===== src/rtl/patbuf_pkg.sv =====
// Shared types and helpers for the pattern-buffer controller.
// Contents:
//   state_e      controller state (IDLE, LOAD)
//   *_DEF        default widths / limits used as parameter defaults
//   STARVE_W     width of the host starvation counter (holds 0..15)
//   wrap_field   field address of a burst beat, wrapped inside one buffer
package patbuf_pkg;

  typedef enum logic {
    IDLE = 1'b0,
    LOAD = 1'b1
  } state_e;

  localparam int unsigned D_WIDTH_DEF      = 8;
  localparam int unsigned BUFP_WIDTH_DEF   = 3;
  localparam int unsigned FIELDP_WIDTH_DEF = 5;
  localparam int unsigned STARVE_MAX_DEF   = 4;
  localparam int unsigned STARVE_W         = 4;

  // The mask keeps the carry out of the field pointer so a burst never
  // spills into the neighbouring buffer.
  function automatic int unsigned wrap_field(input int unsigned base,
                                             input int unsigned beat,
                                             input int unsigned fw);
    return (base + beat) & ((32'd1 << fw) - 32'd1);
  endfunction

endpackage


===== src/rtl/patbuf_wr_arb.sv =====
// Write-port arbiter for the pattern buffer.
// Chooses between a core write and a host burst beat each cycle and keeps
// the starvation counter that eventually forces the host through.
// Ports:
//   clk, reset             clock, synchronous active-low reset
//   host_req               host beat pending (LOAD and ld_valid)
//   host_adr, host_data    host write address / data
//   core_wen, core_adr,
//   core_wdata             core write request / address / data
//   host_win               host beat written this cycle (ld_ready)
//   core_stall             core write blocked this cycle
//   pb_wen, pb_wr_adr,
//   pb_wdata               buffer write port
module patbuf_wr_arb
  import patbuf_pkg::*;
#(
  parameter int unsigned d_width    = D_WIDTH_DEF,
  parameter int unsigned adr_width  = BUFP_WIDTH_DEF + FIELDP_WIDTH_DEF,
  parameter int unsigned starve_max = STARVE_MAX_DEF
) (
  input  logic                 clk,
  input  logic                 reset,
  input  logic                 host_req,
  input  logic [adr_width-1:0] host_adr,
  input  logic [d_width-1:0]   host_data,
  input  logic                 core_wen,
  input  logic [adr_width-1:0] core_adr,
  input  logic [d_width-1:0]   core_wdata,
  output logic                 host_win,
  output logic                 core_stall,
  output logic                 pb_wen,
  output logic [adr_width-1:0] pb_wr_adr,
  output logic [d_width-1:0]   pb_wdata
);

  logic [STARVE_W-1:0] starve_q;

  always_comb begin
    host_win   = host_req && (!core_wen || (starve_q >= STARVE_W'(starve_max)));
    core_stall = host_win && core_wen;
    pb_wen     = core_wen;
    pb_wr_adr  = core_adr;
    pb_wdata   = core_wdata;
    if (host_win) begin
      pb_wen    = 1'b1;
      pb_wr_adr = host_adr;
      pb_wdata  = host_data;
    end
  end

  // Counts host beats lost to the core; idle host cycles leave it alone.
  always_ff @(posedge clk) begin
    if (!reset) begin
      starve_q <= '0;
    end else if (host_win) begin
      starve_q <= '0;
    end else if (host_req && core_wen) begin
      starve_q <= starve_q + 1'b1;
    end
  end

endmodule


===== src/rtl/patbuf_ctrl.sv =====
// Pattern-buffer controller: shares the buffer write port between the PAT
// core and a host burst loader; the read port belongs to the core.
// Build option: PATBUF_LD_CSUM_EN adds ld_csum, the byte sum of the burst.
// Ports:
//   clk, reset                      clock, synchronous active-low reset
//   core_bufp/fieldp/fieldwp        core buffer, read field, write field
//   core_wen/wdata, core_rdata      core write request/data, read data
//   core_stall                      core write held off this cycle
//   pb_rd_adr/pb_rdata              buffer read port
//   pb_wr_adr/pb_wen/pb_wdata       buffer write port
//   ld_start/buf/base/len           burst request
//   ld_valid/data, ld_ready         host beat handshake
//   ld_busy, ld_done, ld_err        burst status
//   ld_csum (optional)              sum of accepted beats mod 2^d_width
module patbuf_ctrl
  import patbuf_pkg::*;
#(
  parameter int unsigned d_width      = D_WIDTH_DEF,
  parameter int unsigned bufp_width   = BUFP_WIDTH_DEF,
  parameter int unsigned fieldp_width = FIELDP_WIDTH_DEF,
  parameter int unsigned starve_max   = STARVE_MAX_DEF
) (
  input  logic                             clk,
  input  logic                             reset,
  input  logic [bufp_width-1:0]            core_bufp,
  input  logic [fieldp_width-1:0]          core_fieldp,
  input  logic [fieldp_width-1:0]          core_fieldwp,
  input  logic                             core_wen,
  input  logic [d_width-1:0]               core_wdata,
  output logic [d_width-1:0]               core_rdata,
  output logic                             core_stall,
  output logic [bufp_width+fieldp_width-1:0] pb_rd_adr,
  output logic [bufp_width+fieldp_width-1:0] pb_wr_adr,
  output logic                             pb_wen,
  output logic [d_width-1:0]               pb_wdata,
  input  logic [d_width-1:0]               pb_rdata,
  input  logic                             ld_start,
  input  logic [bufp_width-1:0]            ld_buf,
  input  logic [fieldp_width-1:0]          ld_base,
  input  logic [fieldp_width:0]            ld_len,
  input  logic                             ld_valid,
  input  logic [d_width-1:0]               ld_data,
  output logic                             ld_ready,
  output logic                             ld_busy,
  output logic                             ld_done,
  output logic                             ld_err
`ifdef PATBUF_LD_CSUM_EN
  ,
  output logic [d_width-1:0]               ld_csum
`endif
);

  localparam int unsigned ADR_W  = bufp_width + fieldp_width;
  localparam int unsigned NFIELD = 1 << fieldp_width;

  state_e                  state_q, state_d;
  logic [bufp_width-1:0]   buf_q;
  logic [fieldp_width-1:0] base_q;
  logic [fieldp_width:0]   len_q;
  logic [fieldp_width:0]   beat_q;
  logic                    done_q, err_q;
  logic                    start_ok, start_acc, host_req, host_win, last_beat;
  logic [fieldp_width-1:0] host_field;
  logic [ADR_W-1:0]        host_adr;

  assign pb_rd_adr  = {core_bufp, core_fieldp};
  assign core_rdata = pb_rdata;

  // The loading buffer is only compared with the core's buffer at start.
  assign start_ok  = (ld_len != '0) && (ld_len <= (fieldp_width+1)'(NFIELD)) &&
                     (ld_buf != core_bufp);
  assign start_acc = (state_q == IDLE) && ld_start && start_ok;
  assign host_req  = (state_q == LOAD) && ld_valid;
  assign last_beat = host_win && (beat_q == len_q - 1'b1);

  assign host_field = fieldp_width'(wrap_field(32'(base_q), 32'(beat_q), fieldp_width));
  assign host_adr   = {buf_q, host_field};

  assign ld_busy  = (state_q == LOAD);
  assign ld_ready = host_win;
  assign ld_done  = done_q;
  assign ld_err   = err_q;

  patbuf_wr_arb #(
    .d_width    (d_width),
    .adr_width  (ADR_W),
    .starve_max (starve_max)
  ) u_wr_arb (
    .clk        (clk),
    .reset      (reset),
    .host_req   (host_req),
    .host_adr   (host_adr),
    .host_data  (ld_data),
    .core_wen   (core_wen),
    .core_adr   ({core_bufp, core_fieldwp}),
    .core_wdata (core_wdata),
    .host_win   (host_win),
    .core_stall (core_stall),
    .pb_wen     (pb_wen),
    .pb_wr_adr  (pb_wr_adr),
    .pb_wdata   (pb_wdata)
  );

  always_comb begin
    state_d = state_q;
    case (state_q)
      IDLE:    if (start_acc) state_d = LOAD;
      LOAD:    if (last_beat) state_d = IDLE;
      default: state_d = IDLE;
    endcase
  end

  always_ff @(posedge clk) begin
    if (!reset) begin
      state_q <= IDLE;
      beat_q  <= '0;
      done_q  <= 1'b0;
      err_q   <= 1'b0;
    end else begin
      state_q <= state_d;
      done_q  <= last_beat;
      err_q   <= ld_start && ((state_q == LOAD) || !start_ok);
      if (start_acc) begin
        beat_q <= '0;
      end else if (host_win) begin
        beat_q <= beat_q + 1'b1;
      end
    end
  end

  // Burst descriptor: only meaningful while LOAD, so it carries no reset.
  always_ff @(posedge clk) begin
    if (start_acc) begin
      buf_q  <= ld_buf;
      base_q <= ld_base;
      len_q  <= ld_len;
    end
  end

`ifdef PATBUF_LD_CSUM_EN
  logic [d_width-1:0] csum_q;

  always_ff @(posedge clk) begin
    if (!reset) begin
      csum_q <= '0;
    end else if (start_acc) begin
      csum_q <= '0;
    end else if (host_win) begin
      csum_q <= csum_q + ld_data;
    end
  end

  assign ld_csum = csum_q;
`endif

endmodule


===== config.mk =====
export PLATFORM = sky130hd
export DESIGN_NAME = patbuf_ctrl
export DESIGN_NICKNAME = d
export VERILOG_FILES = /design/src/rtl/patbuf_pkg.sv /design/src/rtl/patbuf_wr_arb.sv /design/src/rtl/patbuf_ctrl.sv
export SDC_FILE = /design/constraint.sdc
export NUM_CORES = 1
export LEC_CHECK = 0
export CAP_MARGIN = 10
export CORE_AREA = 2 2 72 74
export CTS_BUF_LIST = sky130_fd_sc_hd__clkbuf_4
export DETAILED_ROUTE_END_ITERATION = 8
export DIE_AREA = 0 0 74 76
export PLACE_DENSITY = 0.77
export SYNTH_ARGS = -nofsm -noshare
export SYNTH_HDL_FRONTEND = slang
export SYNTH_HIERARCHICAL = 1
export SYNTH_SLANG_ARGS = --single-unit

===== constraint.sdc =====
create_clock -name clk -period 3.1 [get_ports clk]
set_clock_uncertainty 0.05 [all_clocks]
set_input_delay 0.62 -clock clk [delete_from_list [all_inputs] [get_ports clk]]
set_output_delay 0.62 -clock clk [all_outputs]
set_load 0.1 [all_outputs]

# ---- Word-level counts from Yosys, hierarchy flattened
# Cells that the tools add are included.
dict set report word_totals {
  register_bits 27
  in_bits 56
  out_inout_bits 38
  word_cells 41
}
dict set report op_classes {
  n_addsub 4
  magnitude_cmp 2
  eq_ne 2
  mux 6
  n_bitwise 2
  reduce_logical 17
}
# cell n
set op_table {}
lappend op_table {{8-bit two-way mux} 2}
lappend op_table {{1-bit logical AND} 10}
lappend op_table {{6-bit by 1-bit adder with 6-bit output (second input constant)} 1}
lappend op_table {{6-bit equality test} 1}
lappend op_table {{6-bit <= comparator (second input constant)} 1}
lappend op_table {{6-bit nonzero test} 1}
lappend op_table {{6-bit by 1-bit subtractor with 6-bit output (second input constant)} 1}
lappend op_table {{5-bit adder} 1}
lappend op_table {{4-bit by 1-bit adder with 4-bit output (second input constant)} 1}
lappend op_table {{4-bit by 3-bit >= comparator with 1-bit output (second input constant)} 1}
lappend op_table {{2-bit OR reduction} 2}
lappend op_table {{1-bit two-way mux} 3}
lappend op_table {{3-bit != test} 1}
lappend op_table {{1-bit zero test} 2}
lappend op_table {{1-bit logical OR} 2}
lappend op_table {{1-bit inverter} 2}
lappend op_table {{1-bit case mux with 2 select lines} 1}

# ---- Logic depth before layout (Yosys ltp)
dict set report depth {
  depth_word 6
  mapped_depth 8
  mapped_depth_nobuf 7
}

# ---- Cells and area by module
# Netlist, hierarchy kept.
# mod instances cells_per_inst area_per_inst_um2 seq_area_each_um2
set by_module_without_submodules {}
lappend by_module_without_submodules {patbuf_ctrl 1 109 1242.4 600.6}
lappend by_module_without_submodules {patbuf_wr_arb 1 95 733.2 80.1}

# ---- Least setup slack after synthesis
# OpenSTA, ideal clock, no wires.
dict set report synth_timing {
  path_type {register to output}
  startpoint {register state_q (netlist: ld_busy)}
  endpoint {output port pb_wdata[0]}
  arrival_ns 3.072
  required_ns 2.430
  slack_ns -0.642
  path_stages_with_launch 5
  path_buffers 1
  cell_sequence {dfxtp_1 -> and2_1 -> clkbuf_1 -> nand2_1 -> o211ai_1}
}
dict set report synth_via {
  elab_chain_len 3
}
# element line
set synth_rtl {}
lappend synth_rtl {{from (decl)} patbuf_ctrl.sv:56} ;# state_e state_q, state_d;
lappend synth_rtl {{from (signal assigned)} patbuf_ctrl.sv:120} ;# state_q <= state_d;
lappend synth_rtl {{1-bit logical AND} patbuf_ctrl.sv:73} ;# assign host_req = (state_q == LOAD) && ld_valid;
lappend synth_rtl {{named net host_req} patbuf_ctrl.sv:62} ;# logic start_ok, start_acc, host_req, host_win, last_beat;
lappend synth_rtl {{1-bit logical AND} patbuf_wr_arb.sv:39} ;# host_win = host_req && (!core_wen || (starve_q >= STARVE_W'(starve_max)));
lappend synth_rtl {{8-bit two-way mux} patbuf_wr_arb.sv:44} ;# if (host_win) begin
lappend synth_rtl {{to (decl)} patbuf_ctrl.sv:35} ;# output logic [d_width-1:0] pb_wdata,
# The timed path passes the listed nets, and every way through them passes these cells.

# ---- Worst setup path in the final report
dict set report layout_timing {
  startpoint {register base_q[0]}
  endpoint {output port pb_wr_adr[4]}
}
dict set report layout_via {
  elab_chain_len 2
}
# element line
set layout_rtl {}
lappend layout_rtl {{from (decl)} patbuf_ctrl.sv:58} ;# logic [fieldp_width-1:0] base_q;
lappend layout_rtl {{from (signal assigned)} patbuf_ctrl.sv:135} ;# base_q <= ld_base;
lappend layout_rtl {{5-bit adder} patbuf_pkg.sv:25} ;# return (base + beat) & ((32'd1 << fw) - 32'd1);
lappend layout_rtl {{named net host_adr[4]} patbuf_ctrl.sv:64} ;# logic [ADR_W-1:0] host_adr;
lappend layout_rtl {{8-bit two-way mux} patbuf_wr_arb.sv:44}
lappend layout_rtl {{to (decl)} patbuf_ctrl.sv:33} ;# output logic [bufp_width+fieldp_width-1:0] pb_wr_adr,
# The timed path passes the listed nets, and every way through them passes these cells.

==> flow_metrics.env <==
export IMPL_status="completed"
export IMPL_die_y_um=76
export IMPL_die_area_um2=5620
export IMPL_hold_path_class="register to register"
export IMPL_period_minus_slack_ns=3.00
export IMPL_leakagePower_nw=1.06
export IMPL_critPathLaunchType="register"
export IMPL_syn_inst=204
export IMPL_post_dp_cell_area_um2=2770
export IMPL_routedWlPerCell_um=14.1
export IMPL_cts_tree="built"
export IMPL_swShare_pct=39.1
export IMPL_synth_area_per_cell_um2=9.68
export IMPL_grt_start_max_net_pins=43
export IMPL_antenna_found_initial=0
export IMPL_num_vias=1641
export IMPL_place_inst=317
export IMPL_critPathRequiredTime_ns=2.43
export IMPL_tritoncts_num_buffers=3
export IMPL_fin_setup_tns_ns=0
export IMPL_grt_pass1_vias=1586
export IMPL_cellInternalPower_mw=0.618
export IMPL_path_clk_slew_ns=0.16
export IMPL_maxClockFrequency_mhz=334
export IMPL_synth_seq_cells=27
export IMPL_htreeDepth=1
export IMPL_setup_viol_count_final=0
export IMPL_routed_via_density=5.06
export IMPL_first_pass_iters=5
export IMPL_ys_warn_count=6
export IMPL_clk_latency_ns=0.35
export IMPL_ant_nets=0
export IMPL_combPwrFrac_pct=44.0
export IMPL_std_cell_rows=26
export IMPL_path_class="register to output pin"
export IMPL_synth_area_um2=1980
export IMPL_layout_common_cells="42 x clkdlybuf4s50_1, 20 x nand2_1, 19 x buf_12"
export IMPL_worst_endpoint_arrival_ns=2.33
export IMPL_synth_edf_count=14
export IMPL_cp_end_kind="output pin"
export IMPL_drt_iter0_markers=84
export IMPL_final_period_utilization_pct=96.7
export IMPL_drc_errors=0
export IMPL_drv_cap=0
export IMPL_coreArea_um2=4910
export IMPL_design_area_um2=2820
export IMPL_grt_use_total_pct=16.9
export IMPL_power_mw=1.02
export IMPL_root_buffer="clkbuf_4"
export IMPL_clockPowerShare_pct=16.6
export IMPL_power_density_nw_per_um2=360
export IMPL_synthFlopType="edfxtp_1"
export IMPL_drive_above_1_share_pct=18.5
export IMPL_clk_path_buf_depth=2
export IMPL_drv_slew=0
export IMPL_power_switching_mw=0.397
export IMPL_vdd_drop_max_v=0.000212
export IMPL_start_util_pct=40.2
export IMPL_synthToLayoutAreaGrowth_pct=42.8
export IMPL_fp_dieW_um=74
export IMPL_wirelength_mm=4.58
export IMPL_rsz0062_at_grt="yes"
export IMPL_dp_hpwl_mm=3.49
export IMPL_io_pins=94
export IMPL_io_buffers=67
export IMPL_relSlewSlack_pct=57.7
export IMPL_seqPwrFrac_pct=39.4
export IMPL_async_flop_share_pct=0
export IMPL_syn_nets=268
export IMPL_seq_area_frac_synth_pct=34.5
export IMPL_final_nets=319
export IMPL_finalHoldViolations=0
export IMPL_globalRouteOverflowTotal=0
export IMPL_grt_pass1_wl_mm=7.54
export IMPL_num_antenna_cells=0
export IMPL_finalNonFillerCells=324
export IMPL_synthDistinctLibCells=41
export IMPL_cp_max_fo=2
export IMPL_tightest_slew_ns=0.634
export IMPL_cts_sinks=27
export IMPL_final_common_cell="clkdlybuf4s50_1"
export IMPL_gp_congestion=0.790
export IMPL_final_util_pct=57.4
[per-layer routing]
| metal | vias up | track usage, % | wire length (um) |
|---|---|---|---|
| met5 | - | 0 | 0 |
| met3 | 11 | 2.25 | 305 |
| met2 | 57 | 26.8 | 2280 |
| li1 | 825 | - | - |
| met1 | 748 | 23.1 | 1900 |
| met4 | 0 | 6.00 | 99 |
[critical path, stage by stage (launching register included)]
cell and delay, ns:
edfxtp_1 0.41, ha_2 0.21, fa_2 0.35, a21o_1 0.18, a21oi_2 0.14, xnor2_1 0.12
nand2_1 0.07, o211ai_1 0.28, buf_12 0.22
[area by class of cell]
class | count | area [um^2]
inverters | 3 | 11.3
well taps | 70 | 87.6
fillers | 432 | 2090
multi-input cells | 146 | 1110
repair buffers | 74 | 898
clock inverters | 1 | 8.76
clock buffers | 3 | 22.5
flip-flops and latches | 27 | 684
[cell usage after synthesis (2+ instances only)]
| cell | count | share of area, % |
|---|---|---|
| a21o_1 | 2 | 0.76 |
| a21oi_1 | 3 | 0.76 |
| a31oi_1 | 2 | 0.63 |
| and2_1 | 3 | 0.95 |
| buf_2 | 2 | 0.51 |
| buf_4 | 16 | 6.1 |
| buf_6 | 3 | 1.7 |
| clkbuf_1 | 7 | 1.3 |
| dfxtp_1 | 13 | 13 |
| edfxtp_1 | 14 | 21 |
| ha_1 | 7 | 4.4 |
| inv_1 | 3 | 0.57 |
| nand2_1 | 20 | 3.8 |
| nand2b_1 | 18 | 5.7 |
| nand3_1 | 2 | 0.51 |
| nand3b_1 | 5 | 1.9 |
| nand4_1 | 2 | 0.63 |
| nand4bb_1 | 16 | 9.1 |
| nor2_1 | 9 | 1.7 |
| o211ai_1 | 17 | 6.5 |
| o21ai_1 | 3 | 0.76 |
| or4_1 | 2 | 0.76 |
| xnor2_1 | 10 | 4.4 |
| xor2_1 | 8 | 3.5 |
[sequential cells by signal, summed over array words and instances (netlist names)]
name and count:
buf_q 3, u_wr_arb/starve_q 4, ld_err 1, ld_done 1, ld_busy 1, len_q 6
beat_q 6, base_q 5
[power by group through the flow]
stage,sequential (mW),clock (mW),combinational (mW)
3_5_place_dp,0.408,0,0.444
5_1_grt,0.402,0.194,0.467
3_3_place_gp,0.408,0,0.440
2_1_floorplan,0.421,0,0.336
4_1_cts,0.400,0.171,0.446
6_report,0.400,0.169,0.447
[cells by family after synthesis]
family,synth area share (%)
buffers and inverters,10.2
AND/OR/NAND/NOR,28.7
XOR/XNOR,7.98
flip-flops,34.5
AO/OA/AOI/OAI,12.7
multiplexers,0.507
adder cells (fa/ha/maj),5.45
[what timing repair did]
item | CTS | global route
hold endpoints to repair | 0 | 0
resized for setup | 0 | 0
endpoints found under the setup margin | 0 | 3
hold buffers | 0 | 0
buffers inserted | 0 | 3
[metrics by stage]
step / worst slack, ns / hold slack [ns]
floorplan: -0.418 / 0.406
global placement: 0.133 / 0.421
detailed placement: 0.105 / 0.432
CTS: 0.0802 / 0.452
global route: -0.0363 / 0.486
finish: 0.103 / 0.447
[path summary, 6_finish.rpt]
check / start / endpoint / slack (ns) / cells past startpoint
setup / recovery: base_q[0]$_DFFE_PP_ / pb_wr_adr[4] / 0.10 / 8
hold / removal: u_wr_arb/starve_q[1]$_SDFFE_PP0P_ / u_wr_arb/starve_q[1]$_SDFFE_PP0P_ / 0.45 / 2
setup reg to reg: u_wr_arb/starve_q[3]$_SDFFE_PP0P_ / ld_done$_SDFF_PN0_ / 0.85 / 7
hold reg to reg: u_wr_arb/starve_q[1]$_SDFFE_PP0P_ / u_wr_arb/starve_q[1]$_SDFFE_PP0P_ / 0.45 / 2
Power figures use the tool's default switching activity.
